## src/rtl/hazard_controller.sv

```systemverilog
// hazard_controller
// Pipeline hazard scheduler for a 5-stage RV32I core. It keeps a shadow copy
// of the EX/MEM/WB destination and write-back information and derives
// forwarding selects, load-use stalls, redirect flushes and the data-memory
// freeze from it. It also keeps saturating stall/flush event counters.
//
// Ports:
//   clk, rst                       clock, async active-high reset
//   id_rs1/id_rs2/id_use_rs1/2     source operands of the ID instruction
//   id_rd/id_regwrite/id_wb_sel    destination info of the ID instruction
//   ex_redirect                    taken branch / jump resolved in EX
//   dmem_busy                      data memory stall, freezes the pipe
//   stall_f/stall_d                hold PC / IF-ID
//   flush_d/flush_e                clear IF-ID / ID-EX
//   stall_all                      freeze ID-EX, EX-MEM, MEM-WB
//   fwd_a/fwd_b                    EX operand sources (00 rf, 01 MEM, 10 WB)
//   stall_cnt/flush_cnt            saturating event counters
module hazard_controller #(
    parameter int CNT_W   = 32,
    parameter int XLEN_RA = 5
) (
    input  logic               clk,
    input  logic               rst,
    input  logic [XLEN_RA-1:0] id_rs1,
    input  logic [XLEN_RA-1:0] id_rs2,
    input  logic               id_use_rs1,
    input  logic               id_use_rs2,
    input  logic [XLEN_RA-1:0] id_rd,
    input  logic               id_regwrite,
    input  logic [1:0]         id_wb_sel,
    input  logic               ex_redirect,
    input  logic               dmem_busy,
    output logic               stall_f,
    output logic               stall_d,
    output logic               flush_d,
    output logic               flush_e,
    output logic               stall_all,
    output logic [1:0]         fwd_a,
    output logic [1:0]         fwd_b,
    output logic [CNT_W-1:0]   stall_cnt,
    output logic [CNT_W-1:0]   flush_cnt
);

    localparam logic [1:0] WB_LOAD = 2'b01;
    localparam logic [CNT_W-1:0] CNT_ONE = {{(CNT_W-1){1'b0}}, 1'b1};

    logic               ex_valid_q, mem_valid_q, wb_valid_q;
    logic [XLEN_RA-1:0] ex_rd_q, mem_rd_q, wb_rd_q;
    logic               ex_regwrite_q, mem_regwrite_q, wb_regwrite_q;
    logic [1:0]         ex_wb_sel_q, mem_wb_sel_q, wb_wb_sel_q;
    logic [XLEN_RA-1:0] ex_rs1_q, ex_rs2_q;
    logic [CNT_W-1:0]   stall_cnt_q, flush_cnt_q;

    logic               ex_valid_d;
    logic [XLEN_RA-1:0] ex_rd_d, ex_rs1_d, ex_rs2_d;
    logic               ex_regwrite_d;
    logic [1:0]         ex_wb_sel_d;
    logic [CNT_W-1:0]   stall_cnt_d, flush_cnt_d;

    logic ex_wr, mem_wr, wb_wr, load_use, bubble;

    always_comb begin
        ex_wr  = ex_valid_q  & ex_regwrite_q  & (ex_rd_q  != '0);
        mem_wr = mem_valid_q & mem_regwrite_q & (mem_rd_q != '0);
        wb_wr  = wb_valid_q  & wb_regwrite_q  & (wb_rd_q  != '0);
        load_use = ex_wr & (ex_wb_sel_q == WB_LOAD) &
                   ((id_use_rs1 & (id_rs1 == ex_rd_q)) |
                    (id_use_rs2 & (id_rs2 == ex_rd_q)));
        bubble = ex_redirect | load_use;
    end

    // Control outputs: busy beats redirect beats load-use. Everything is
    // gated by rst so the core sees a quiet controller while reset is held.
    always_comb begin
        stall_all = ~rst & dmem_busy;
        flush_d   = ~rst & ~dmem_busy & ex_redirect;
        flush_e   = ~rst & ~dmem_busy & bubble;
        stall_f   = ~rst & (dmem_busy | (~ex_redirect & load_use));
        stall_d   = stall_f;
    end

    // A load sitting in MEM has no data yet, so it never forwards from MEM.
    always_comb begin
        fwd_a = 2'b00;
        fwd_b = 2'b00;
        if (ex_valid_q) begin
            if (mem_wr && (mem_wb_sel_q != WB_LOAD) && (mem_rd_q == ex_rs1_q)) begin
                fwd_a = 2'b01;
            end else if (wb_wr && (wb_rd_q == ex_rs1_q)) begin
                fwd_a = 2'b10;
            end
            if (mem_wr && (mem_wb_sel_q != WB_LOAD) && (mem_rd_q == ex_rs2_q)) begin
                fwd_b = 2'b01;
            end else if (wb_wr && (wb_rd_q == ex_rs2_q)) begin
                fwd_b = 2'b10;
            end
        end
    end

    always_comb begin
        ex_valid_d    = 1'b0;
        ex_rd_d       = '0;
        ex_regwrite_d = 1'b0;
        ex_wb_sel_d   = 2'b00;
        ex_rs1_d      = '0;
        ex_rs2_d      = '0;
        if (!bubble) begin
            ex_valid_d    = 1'b1;
            ex_rd_d       = id_rd;
            ex_regwrite_d = id_regwrite;
            ex_wb_sel_d   = id_wb_sel;
            ex_rs1_d      = id_rs1;
            ex_rs2_d      = id_rs2;
        end
        stall_cnt_d = stall_cnt_q;
        flush_cnt_d = flush_cnt_q;
        if (ex_redirect) begin
            if (flush_cnt_q != '1) flush_cnt_d = flush_cnt_q + CNT_ONE;
        end else if (load_use) begin
            if (stall_cnt_q != '1) stall_cnt_d = stall_cnt_q + CNT_ONE;
        end
    end

    always_ff @(posedge clk or posedge rst) begin
        if (rst) begin
            ex_valid_q     <= 1'b0;
            ex_rd_q        <= '0;
            ex_regwrite_q  <= 1'b0;
            ex_wb_sel_q    <= 2'b00;
            ex_rs1_q       <= '0;
            ex_rs2_q       <= '0;
            mem_valid_q    <= 1'b0;
            mem_rd_q       <= '0;
            mem_regwrite_q <= 1'b0;
            mem_wb_sel_q   <= 2'b00;
            wb_valid_q     <= 1'b0;
            wb_rd_q        <= '0;
            wb_regwrite_q  <= 1'b0;
            wb_wb_sel_q    <= 2'b00;
            stall_cnt_q    <= '0;
            flush_cnt_q    <= '0;
        end else if (!dmem_busy) begin
            ex_valid_q     <= ex_valid_d;
            ex_rd_q        <= ex_rd_d;
            ex_regwrite_q  <= ex_regwrite_d;
            ex_wb_sel_q    <= ex_wb_sel_d;
            ex_rs1_q       <= ex_rs1_d;
            ex_rs2_q       <= ex_rs2_d;
            mem_valid_q    <= ex_valid_q;
            mem_rd_q       <= ex_rd_q;
            mem_regwrite_q <= ex_regwrite_q;
            mem_wb_sel_q   <= ex_wb_sel_q;
            wb_valid_q     <= mem_valid_q;
            wb_rd_q        <= mem_rd_q;
            wb_regwrite_q  <= mem_regwrite_q;
            wb_wb_sel_q    <= mem_wb_sel_q;
            stall_cnt_q    <= stall_cnt_d;
            flush_cnt_q    <= flush_cnt_d;
        end
    end

    assign stall_cnt = stall_cnt_q;
    assign flush_cnt = flush_cnt_q;

endmodule

```

## config.mk

```make
export PLATFORM = sky130hd
export DESIGN_NAME = hazard_controller
export DESIGN_NICKNAME = d
export VERILOG_FILES = /design/src/rtl/hazard_controller.sv
export SDC_FILE = /design/constraint.sdc
export NUM_CORES = 1
export LEC_CHECK = 0
export ABC_AREA = 1
export CAP_MARGIN = 20
export CELL_PAD_IN_SITES_DETAIL_PLACEMENT = 0
export CELL_PAD_IN_SITES_GLOBAL_PLACEMENT = 1
export CORE_MARGIN = 8
export CORE_UTILIZATION = 39
export DETAILED_ROUTE_END_ITERATION = 7
export GPL_ROUTABILITY_DRIVEN = 0
export PLACE_DENSITY_LB_ADDON = 0.1
export SLEW_MARGIN = 15
export SYNTH_ARGS = -nofsm -noshare
export SYNTH_HDL_FRONTEND = slang
export SYNTH_SLANG_ARGS = --single-unit
```

## constraint.sdc

```tcl
create_clock -name clk -period 4 [get_ports clk]
set_input_delay 0.6 -clock clk [delete_from_list [all_inputs] [get_ports clk]]
set_output_delay 0.6 -clock clk [all_outputs]
set_load 0.05 [all_outputs]
```

Yosys cells after proc, flatten, opt, wreduce, memory -nomap -nowiden
Index checks and enable logic that the tools add are counted. Widths: inputs -> output; s select.

Add/sub/neg operators: 2. Equality and inequality tests: 10. Multiplexer cells: 12. Bitwise logic cells: 22. Reductions and logical operators: 10.

Operators with widths (number): $add 32x1->32 const B (2); $ne 32x32->1 const B (2); $eq 5x5->1 (6); $and 1x1->1 (16); $mux 5 (3); $reduce_bool 5->1 (3); $mux 2 (7); $logic_and 1x1->1 (5); $reduce_and 4->1 (1); $not 1->1 (3); $or 1x1->1 (3); $reduce_and 3->1 (1); $eq 2x1->1 const B (1); $mux 1 (2); $ne 2x1->1 const B (1).

Bits in registers: 99. Bits of input ports: 24. Output and inout bits: 73. Word-level logic and storage cells: 71.

Longest topological paths before layout
Gate-level depths: netlist of the first run.

Word-level depth: 7. Mapped depth: 11.

Worst setup path before layout of the first run
No wires, ideal clock.

Path kind: in2out. Start: in rst. End: out flush_e. Data arrival time: 3.734 ns. Slack: -0.334 ns. Stages: 3. Path through: inv_1 nand2_1 a21oi_1.

Cells in the longest elaborated chain, start to end: 3.

RTL lines: from (decl) (line 23) `input logic rst,`; $not 1->1 (line 77) `flush_e = ~rst & ~dmem_busy & bubble;`; $and 1x1->1 (2 in a row) (line 77); to (decl) (line 36) `output logic flush_e,`.

No other way between the ends.

Worst setup path after layout of the first run
Start: reg mem_rd_q[1]. End: out fwd_b[1].

Cells in the longest elaborated chain, start to end: 6.

RTL lines: from (decl) (line 48) `logic [XLEN_RA-1:0] ex_rd_q, mem_rd_q, wb_rd_q;`; from (signal assigned) (line 150) `mem_rd_q <= ex_rd_q;`; $reduce_bool 5->1 (line 64) `mem_wr = mem_valid_q & mem_regwrite_q & (mem_rd_q != '0);`; $and 1x1->1 (line 64); $logic_and 1x1->1 (line 92) `if (mem_wr && (mem_wb_sel_q != WB_LOAD) && (mem_rd_q == ex_rs2_q)) begin`; $logic_and 1x1->1 * (line 92); $mux 2 * (line 92); $mux 2 * (line 86) `if (ex_valid_q) begin`; to (decl) (line 39) `output logic [1:0] fwd_b,`.

Every way passes the cells marked *; elsewhere a longest branch is shown, timed or not.

==> PnR_summary.wiki, run 1 <==
{| class="wikitable"
! Metric !! Value
|-
| Critical Path Max Stage Delay || 810 ps
|-
| DR DRC count || 0
|-
| Horizontal die dimension || 143 um
|-
| Met2 Usage GRT || 28.3%
|-
| Total inserted antenna cells || 0
|-
| Post-synthesis simple-gate area fraction || between 30% and 40%
|-
| Met3 global-route usage || 3.47%
|-
| Fraction of layout instances using a drive strength above 1 || 4.85%
|-
| Clock latency at the later pin of the worst-skew pair || 350 ps
|-
| Setup violators final || 0
|-
| Highest Clock Rate || 340 MHz
|-
| Number of sinks on the clock net || 99
|-
| Total of warnings raised by yosys || 0
|-
| Share of the cycle needed by the critical path after routing || about three quarters
|-
| Share of synthesized cell area in full adder, half adder and majority cells || 0.397%
|-
| Via density per instance || 4.86
|-
| Final hold violations || 0
|-
| Slowest cell on the critical path || sky130_fd_sc_hd__clkdlybuf4s50_1
|-
| Maximum capacitance violations || 0
|-
| Multiplexer share of the synthesized area || 0%
|-
| Minimum setup slack among reg-to-reg paths || between 1000 and 1500 ps
|-
| Die Span Y || 143 um
|-
| Worst EP required || 3400 ps
|-
| Final total negative setup slack || 0 ps
|-
| Hold Crit Endpoint || wb_valid_q$_DFFE_PP0N_
|-
| Initial antenna violation count || 0
|-
| Capture instance of the worst register-to-register path || stall_cnt[31]$_DFFE_PP0P_
|-
| Count of input and output buffers || 96
|-
| Floorplan die area || 20500 um^2
|-
| Outcome || complete, no violations
|-
| Total standard cell area after synthesis || 6300 um^2
|-
| IO Count || between 90 and 100
|-
| Smallest setup slack after layout || around 1100 ps
|-
| Setup skew after layout || roughly 8.2 ps
|-
| Commonest non-fill, non-tap cell in the layout || sky130_fd_sc_hd__nand2_1
|-
| Hold bufs inserted after CTS || 0
|-
| Startpoint of the most critical register-to-register path || stall_cnt[0]$_DFFE_PP0P_
|-
| Clock tree from TritonCTS || done
|-
| Final ANT Viol Nets || 0
|-
| Synth Register Bits || 99
|-
| Fillers || 1625
|-
| Number of pins exceeding their max-slew limit in the final report || 0
|-
| Kind of start point of the critical path || register
|-
| Met1 capacity usage during global routing || 26.5%
|-
| Non-filler cells in the finished layout || 1226
|-
| Detailed-routing iteration count for the pre-antenna-repair pass || 6
|-
| Leakage || 3.91 nW
|-
| Power density relative to cell area || between 300 and 400 nW/um^2
|-
| Post-synthesis to final-layout area growth || 23.3%
|-
| Number of buffers created by CTS || 9
|-
| Detailed router's first-iteration violation count || 370
|-
| Critical path data arrival time || 2340 ps
|-
| Number of standard cells after synthesis || just over 900
|-
| RSZ-0062 raised after global routing || false
|-
| Clock-pin slew of the registers on the worst-case setup and hold paths || 70 ps
|-
| Net Count, Synth || around 940
|-
| Residual overflow from global routing || 0
|-
| Area of all placed cells without fillers || just under 8000 um^2
|-
| Synthesized-area fraction occupied by ao, oa, aoi and oai cells || 8.89%
|-
| Max Root-Sink Buffers || 2
|-
| Minimum hold slack || around 480 ps
|-
| Setup Fix Bufs, Post-CTS || 0
|-
| Number of different library cells in the post-synthesis netlist || 34
|-
| Number of H-tree levels || 3
|-
| R2R cell count || 10
|-
| Via count of the first global-routing pass || 5711
|-
| Highest-utilization routing layer at the global route stage || met2
|-
| DPL Wire Length || 13700 um
|-
| Most frequent cells in the layout || 335 x sky130_fd_sc_hd__nand2_1, 107 x sky130_fd_sc_hd__inv_1, 99 x sky130_fd_sc_hd__dfrtp_1, 91 x sky130_fd_sc_hd__clkdlybuf4s50_1, 81 x sky130_fd_sc_hd__nor2_1
|-
| Post-synthesis xor/xnor area fraction || 6.25%
|-
| Worst-Margin Slew || 956 ps
|-
| Wire length of the first global-routing pass || 30500 um
|-
| Final design utilization || 49.1%
|-
| Maximum number of pins on one net before global-route repair || 74
|-
| Critical path class || reg2out
|-
| Dominant combinational cell family by area after synthesis || simple AND/OR/NAND/NOR gates
|-
| Average wire length per cell after detail routing || around 15 um
|-
| Vias after detailed routing || between 5000 and 6000
|-
| Total routed wirelength || approximately 19000 um
|-
| Sequential-to-total area share from yosys stat || ~39%
|-
| CORE AREA || 15800 um^2
|-
| Global-route usage over all layers || a little under a fifth
|-
| Final layout net count || 1031
|-
| Number of cells after detailed placement || 1210
|-
| Crit path cell chain || nor3_1 > nand3_1 > o2111ai_1 > inv_1 > nand2_1 > inv_1 > nor2_1 > clkdlybuf4s50_1
|-
| Initial Util || 39.8%
|-
| Worst min path class || reg2reg
|-
| Normalized max-slew margin || between 30% and 40%
|-
| Overall power || 2.63 mW
|-
| Number of cell rows || 46
|-
| Worst hold path startpoint || wb_valid_q$_DFFE_PP0N_
|-
| Post-synthesis average cell area || 6.87 um^2
|-
| Post-place setup slack || 1050 ps
|-
| Post-layout minimum cycle time || 2940 ps
|-
| Max VDD drop || 0.322 mV
|-
| Cell Area, Placed || 7470 um^2
|-
| Setup crit end kind || primary output
|-
| Cell seen most often among critical-path stages || sky130_fd_sc_hd__inv_1
|-
| Clk Tree Root Cell || sky130_fd_sc_hd__clkbuf_16
|-
| Worst hold path depth || 2
|-
| Post-cts repair resize count || 0
|-
| Peak fanout along the critical path || 5
|}
-- worst max path at each step --
stage | from | cells after the start | slack (ps) | end
after floorplan | rst | 3 | 780 | flush_e
final | mem_rd_q[1]$_DFFE_PP0N_ | 8 | 1060 | fwd_b[1]
after global routing | mem_rd_q[0]$_DFFE_PP0N_ | 8 | 890 | fwd_b[1]
after global placement | id_rs1[0] | 12 | 1070 | stall_cnt[2]$_DFFE_PP0P_
after detailed placement | id_rs2[4] | 12 | 1050 | stall_cnt[31]$_DFFE_PP0P_
after CTS | mem_rd_q[0]$_DFFE_PP0N_ | 8 | 1040 | fwd_b[1]
-- layer usage --
| layer | vias to the layer above | routed length (um) |
|---|---|---|
| li1 | 3064 | - |
| met1 | 2748 | 9320 |
| met2 | 126 | 8070 |
| met3 | 21 | 968 |
| met4 | 0 | 244 |
| met5 | - | 0 |
-- synth_stat cells --
cell type | n | area, um^2
sky130_fd_sc_hd__nand2_1 | 335 | 1260
sky130_fd_sc_hd__inv_1 | 108 | 405
sky130_fd_sc_hd__dfrtp_1 | 99 | 2480
sky130_fd_sc_hd__nor2_1 | 81 | 304
sky130_fd_sc_hd__nand3_1 | 44 | 220
sky130_fd_sc_hd__o21ai_0 | 41 | 205
sky130_fd_sc_hd__xor2_1 | 35 | 307
sky130_fd_sc_hd__o21bai_1 | 32 | 240
sky130_fd_sc_hd__nand4_1 | 29 | 181
sky130_fd_sc_hd__nor3_1 | 28 | 140
sky130_fd_sc_hd__clkbuf_1 | 13 | 48.8
sky130_fd_sc_hd__xnor2_1 | 10 | 87.6
sky130_fd_sc_hd__o21ai_1 | 8 | 40.0
sky130_fd_sc_hd__inv_2 | 7 | 26.3
sky130_fd_sc_hd__a21oi_1 | 6 | 30.0
sky130_fd_sc_hd__buf_4 | 5 | 37.5
sky130_fd_sc_hd__buf_6 | 4 | 45.0
sky130_fd_sc_hd__nor2_2 | 4 | 25.0
sky130_fd_sc_hd__nand3b_1 | 3 | 22.5
sky130_fd_sc_hd__nor3_2 | 3 | 30.0
sky130_fd_sc_hd__buf_1 | 2 | 7.51
sky130_fd_sc_hd__buf_2 | 2 | 10.0
sky130_fd_sc_hd__ha_1 | 2 | 25.0
sky130_fd_sc_hd__nand2_4 | 2 | 22.5
sky130_fd_sc_hd__nor2_4 | 2 | 22.5
sky130_fd_sc_hd__nor4_1 | 2 | 12.5
sky130_fd_sc_hd__o211ai_1 | 2 | 15.0
sky130_fd_sc_hd__o22ai_1 | 2 | 12.5
sky130_fd_sc_hd__a21oi_2 | 1 | 8.76
sky130_fd_sc_hd__and3_1 | 1 | 6.26
sky130_fd_sc_hd__clkinv_1 | 1 | 3.75
sky130_fd_sc_hd__nand2_2 | 1 | 6.26
sky130_fd_sc_hd__nand3_2 | 1 | 10.0
sky130_fd_sc_hd__o2111ai_1 | 1 | 8.76
-- kinds of logic (layout without fill, tap and decap cells) --
kind of cell / Yosys count / count (layout)
buf+inv: 142 / 235
simple gates: 536 / 536
fa+ha+maj: 2 / 2
flops: 99 / 99
xor+xnor: 45 / 45
compound gates: 93 / 93
-- registers in the layout (all words and copies together) (netlist names) --
register / cells
flush_cnt: 32
stall_cnt: 32
ex_rd_q: 5
ex_rs1_q: 5
ex_rs2_q: 5
mem_rd_q: 5
wb_rd_q: 5
ex_wb_sel_q: 2
mem_wb_sel_q: 2
ex_regwrite_q: 1
ex_valid_q: 1
mem_regwrite_q: 1
mem_valid_q: 1
wb_regwrite_q: 1
wb_valid_q: 1
-- cell type report --
type                    count  area [um^2]  area share (%)
multi-input cells         676         3240            41.7
flip-flops and latches     99         2480            31.9
repair buffers            103         1040            13.4
inverters                 116          439            5.65
well taps                 216          270            3.48
clock buffers              11          243            3.12
clock inverters             5         61.3           0.789
-- critical path, delay by kind of cell, from the launching register on --
kind            cells  cell delay (ps)
flops               1              470
buf+inv             3              940
simple gates        4              480
compound gates      1               90
-- report_power, final --
group	internal (mW)	switching, mW
Clock	0.507	0.415
Combinational	0.184	0.356
Sequential	1.07	0.0924
Power figures use the tool's default switching activity.
==> run 2, diff against run 1 <==
- CORE_UTILIZATION: 39 -> 35
- clock period: 4 -> 2.5 ns (I/O delays scaled with it)
==> PnR_summary.wiki, run 2 (synthesis results as in run 1) <==
{| class="wikitable"
! Metric !! Value
|-
| Residual overflow from global routing || 0 (unchanged)
|-
| DR DRC count || 0 (unchanged)
|-
| Clock tree from TritonCTS || done
|-
| Setup crit end kind || primary output
|-
| Number of H-tree levels || 3 (unchanged)
|-
| Detailed-routing iteration count for the pre-antenna-repair pass || 5 (-1)
|-
| Initial antenna violation count || 0 (unchanged)
|-
| Normalized max-slew margin || 63.4% (+27 points)
|-
| Buffers and inverters on the worst path || 4 (+1)
|-
| Area of all placed cells without fillers || 7930 um^2 (+2.0%)
|-
| Max Root-Sink Buffers || 2 (unchanged)
|-
| Fraction of layout instances using a drive strength above 1 || 6.38% (+1.5 points)
|-
| Worst min path class || reg2reg
|-
| Power density relative to cell area || 554 nW/um^2 (+64%)
|-
| Max VDD drop || 0.576 mV (+79%)
|-
| Worst-Margin Slew || 549 ps (-407 ps)
|-
| Via density per instance || 4.82 (-0.92%)
|-
| Worst hold path depth || 2 (unchanged)
|-
| IO Count || 97 (unchanged)
|-
| Final total negative setup slack || 0 ps (unchanged)
|-
| Critical path data arrival time || 1970 ps (-370 ps)
|-
| Critical Path Stages || 11 (+3)
|-
| Clock latency at the later pin of the worst-skew pair || 350 ps (about the same)
|-
| Non-filler cells in the finished layout || 1248 (+1.8%)
|-
| Number of cell rows || 49 (+6.5%)
|-
| Clk Tree Root Cell || sky130_fd_sc_hd__clkbuf_16
|-
| Horizontal die dimension || 150 um (+4.9%)
|-
| Setup skew after layout || 9.91 ps (+1.73 ps)
|-
| Clock-pin slew of the registers on the worst-case setup and hold paths || 60 ps (about the same)
|-
| Kind of cell adding the most delay to the critical path || buffers and inverters
|-
| Cell Area, Placed || 7580 um^2 (+1.6%)
|-
| Critical Path Max Stage Delay || 530 ps (-280 ps)
|-
| Final layout net count || 1040 (+0.87%)
|-
| Via count of the first global-routing pass || 6034 (+5.7%)
|-
| Critical path class || in2out
|-
| R2R cell count || 11 (+1)
|-
| Most frequent cells in the layout || 334 x sky130_fd_sc_hd__nand2_1, 107 x sky130_fd_sc_hd__inv_1, 99 x sky130_fd_sc_hd__dfrtp_1, 87 x sky130_fd_sc_hd__clkdlybuf4s50_1, 80 x sky130_fd_sc_hd__nor2_1
|-
| Detailed router's first-iteration violation count || 254 (-31%)
|-
| Commonest non-fill, non-tap cell in the layout || sky130_fd_sc_hd__nand2_1
|-
| Peak fanout along the critical path || 3 (-2)
|-
| Total inserted antenna cells || 0 (unchanged)
|-
| Leakage || 4.00 nW (+2.1%)
|-
| Maximum capacitance violations || 0 (unchanged)
|-
| Fillers || 1886 (+16%)
|-
| DPL Wire Length || 14800 um (+8.0%)
|-
| Minimum hold slack || 488 ps (+4.56 ps)
|-
| Setup violators final || 0 (unchanged)
|-
| Smallest setup slack after layout || 157 ps (-905 ps)
|-
| Final hold violations || 0 (unchanged)
|-
| Hold bufs inserted after CTS || 0 (unchanged)
|-
| Number of cells after detailed placement || 1232 (+1.8%)
|-
| Total area of multi-input combinational cells || 3250 um^2 (+0.27%)
|-
| Final design utilization || 44.4% (-4.7 points)
|-
| RSZ-0062 raised after global routing || false
|-
| Worst EP required || 2120 ps (-1280 ps)
|-
| Number of sinks on the clock net || 99 (unchanged)
|-
| Crit path cell chain || clkdlybuf4s50_1 > inv_1 > nand2_1 > nand2_1 > nor2_1 > nand3_1 > nand2_2 > nand3_1 > a21oi_1 > buf_4 > buf_12
|-
| Storage cell area || 2480 um^2 (unchanged)
|-
| Post-layout minimum cycle time || around 2300 ps
|-
| Post-synthesis to final-layout area growth || 25.8%
|-
| Initial Util || 35.3% (-4.5 points)
|-
| Kind of start point of the critical path || input port
|-
| Slowest cell on the critical path || sky130_fd_sc_hd__clkdlybuf4s50_1
|-
| Total routed wirelength || 19700 um (+5.9%)
|-
| Number of pins exceeding their max-slew limit in the final report || 0 (unchanged)
|-
| Number of buffers created by CTS || 9 (unchanged)
|-
| Count of input and output buffers || 96 (unchanged)
|-
| Floorplan die area || 22600 um^2 (+10%)
|-
| Post-cts repair resize count || 0 (unchanged)
|-
| Highest Clock Rate || 427 MHz
|-
| Overall power || 4.39 mW (+67%)
|-
| Post-place setup slack || 107 ps (-946 ps)
|-
| Outcome || complete, no violations
|-
| Share of the cycle needed by the critical path after routing || a little over nine tenths
|-
| Maximum number of pins on one net before global-route repair || 100 (+35%)
|-
| Setup Fix Bufs, Post-CTS || 0 (unchanged)
|-
| CORE AREA || 17800 um^2 (+13%)
|-
| Average wire length per cell after detail routing || 15.8 um (+4.0%)
|-
| Die Span Y || 150 um (+4.9%)
|-
| Final ANT Viol Nets || 0 (unchanged)
|-
| Vias after detailed routing || 6010 (+0.86%)
|-
| Wire length of the first global-routing pass || 32400 um (+6.3%)
|-
| Global-route usage over all layers || 18.2% (-0.53 points)
|}
-- run 2: cell types whose count changed in the layout (fill, tap and decap cells not counted) --
cell	before	now
sky130_fd_sc_hd__buf_12	3	6
sky130_fd_sc_hd__clkbuf_8	1	0
sky130_fd_sc_hd__nand2_1	335	334
sky130_fd_sc_hd__nor2_1	81	80
sky130_fd_sc_hd__bufinv_16	1	3
sky130_fd_sc_hd__buf_4	9	19
sky130_fd_sc_hd__clkdlybuf4s50_1	91	87
sky130_fd_sc_hd__nand2_2	1	2
sky130_fd_sc_hd__clkinv_4	2	1
sky130_fd_sc_hd__a21oi_2	1	2
sky130_fd_sc_hd__nor2_2	4	5
sky130_fd_sc_hd__a21oi_1	6	5
-- run 2: worst paths after layout --
path	end	start	slack [ps]
hold / removal	wb_valid_q$_DFFE_PP0N_	wb_valid_q$_DFFE_PP0N_	490
hold reg to reg	wb_valid_q$_DFFE_PP0N_	wb_valid_q$_DFFE_PP0N_	490
min in group asynchronous	wb_rd_q[0]$_DFFE_PP0N_	rst	720
setup / recovery	stall_f	id_rs2[4]	160
setup reg to reg	stall_cnt[15]$_DFFE_PP0P_	stall_cnt[0]$_DFFE_PP0P_	400
max in group asynchronous	stall_cnt[26]$_DFFE_PP0P_	rst	1400
-- run 2: cell type report --
class	instances	area share, %
Clock buffer	10	2.89
Clock inverter	6	1.42
Multi-Input combinational cell	676	41.0
Timing Repair Buffer	112	14.3
Inverter	116	5.54
Tap cell	229	3.61
Sequential cell	99	31.3
-- run 2: power by group --
| part | switching, mW | total, mW | internal [mW] |
|---|---|---|---|
| combinational | 0.596 | 0.908 | 0.311 |
| clock | 0.643 | 1.63 | 0.983 |
| sequential | 0.138 | 1.86 | 1.72 |
| total | 1.38 | 4.39 | 3.01 |
-- run 2: layer usage --
layer	wire, um	GRT usage, %
met1	9640	24.5
met2	9080	29.4
met3	846	4.12
met5	0	0
met4	133	3.35
-- run 2: worst register-to-register path: stages (launching register included) --
cell and delay, ps:
sky130_fd_sc_hd__dfrtp_1 480, sky130_fd_sc_hd__ha_1 230, sky130_fd_sc_hd__nand3_1 210, sky130_fd_sc_hd__inv_1 100, sky130_fd_sc_hd__nand2_1 110, sky130_fd_sc_hd__nor2_2 200, sky130_fd_sc_hd__nand2_1 120, sky130_fd_sc_hd__nand2_4 160
sky130_fd_sc_hd__nor2_4 60, sky130_fd_sc_hd__buf_12 170, sky130_fd_sc_hd__nand2_1 90, sky130_fd_sc_hd__nand2_1 50
==> run 3, diff against run 2 <==
- SKIP_CTS_REPAIR_TIMING: unset -> 1
==> results of run 3 <==
No change in the layout: final DEF, timing and power equal those of run 2.
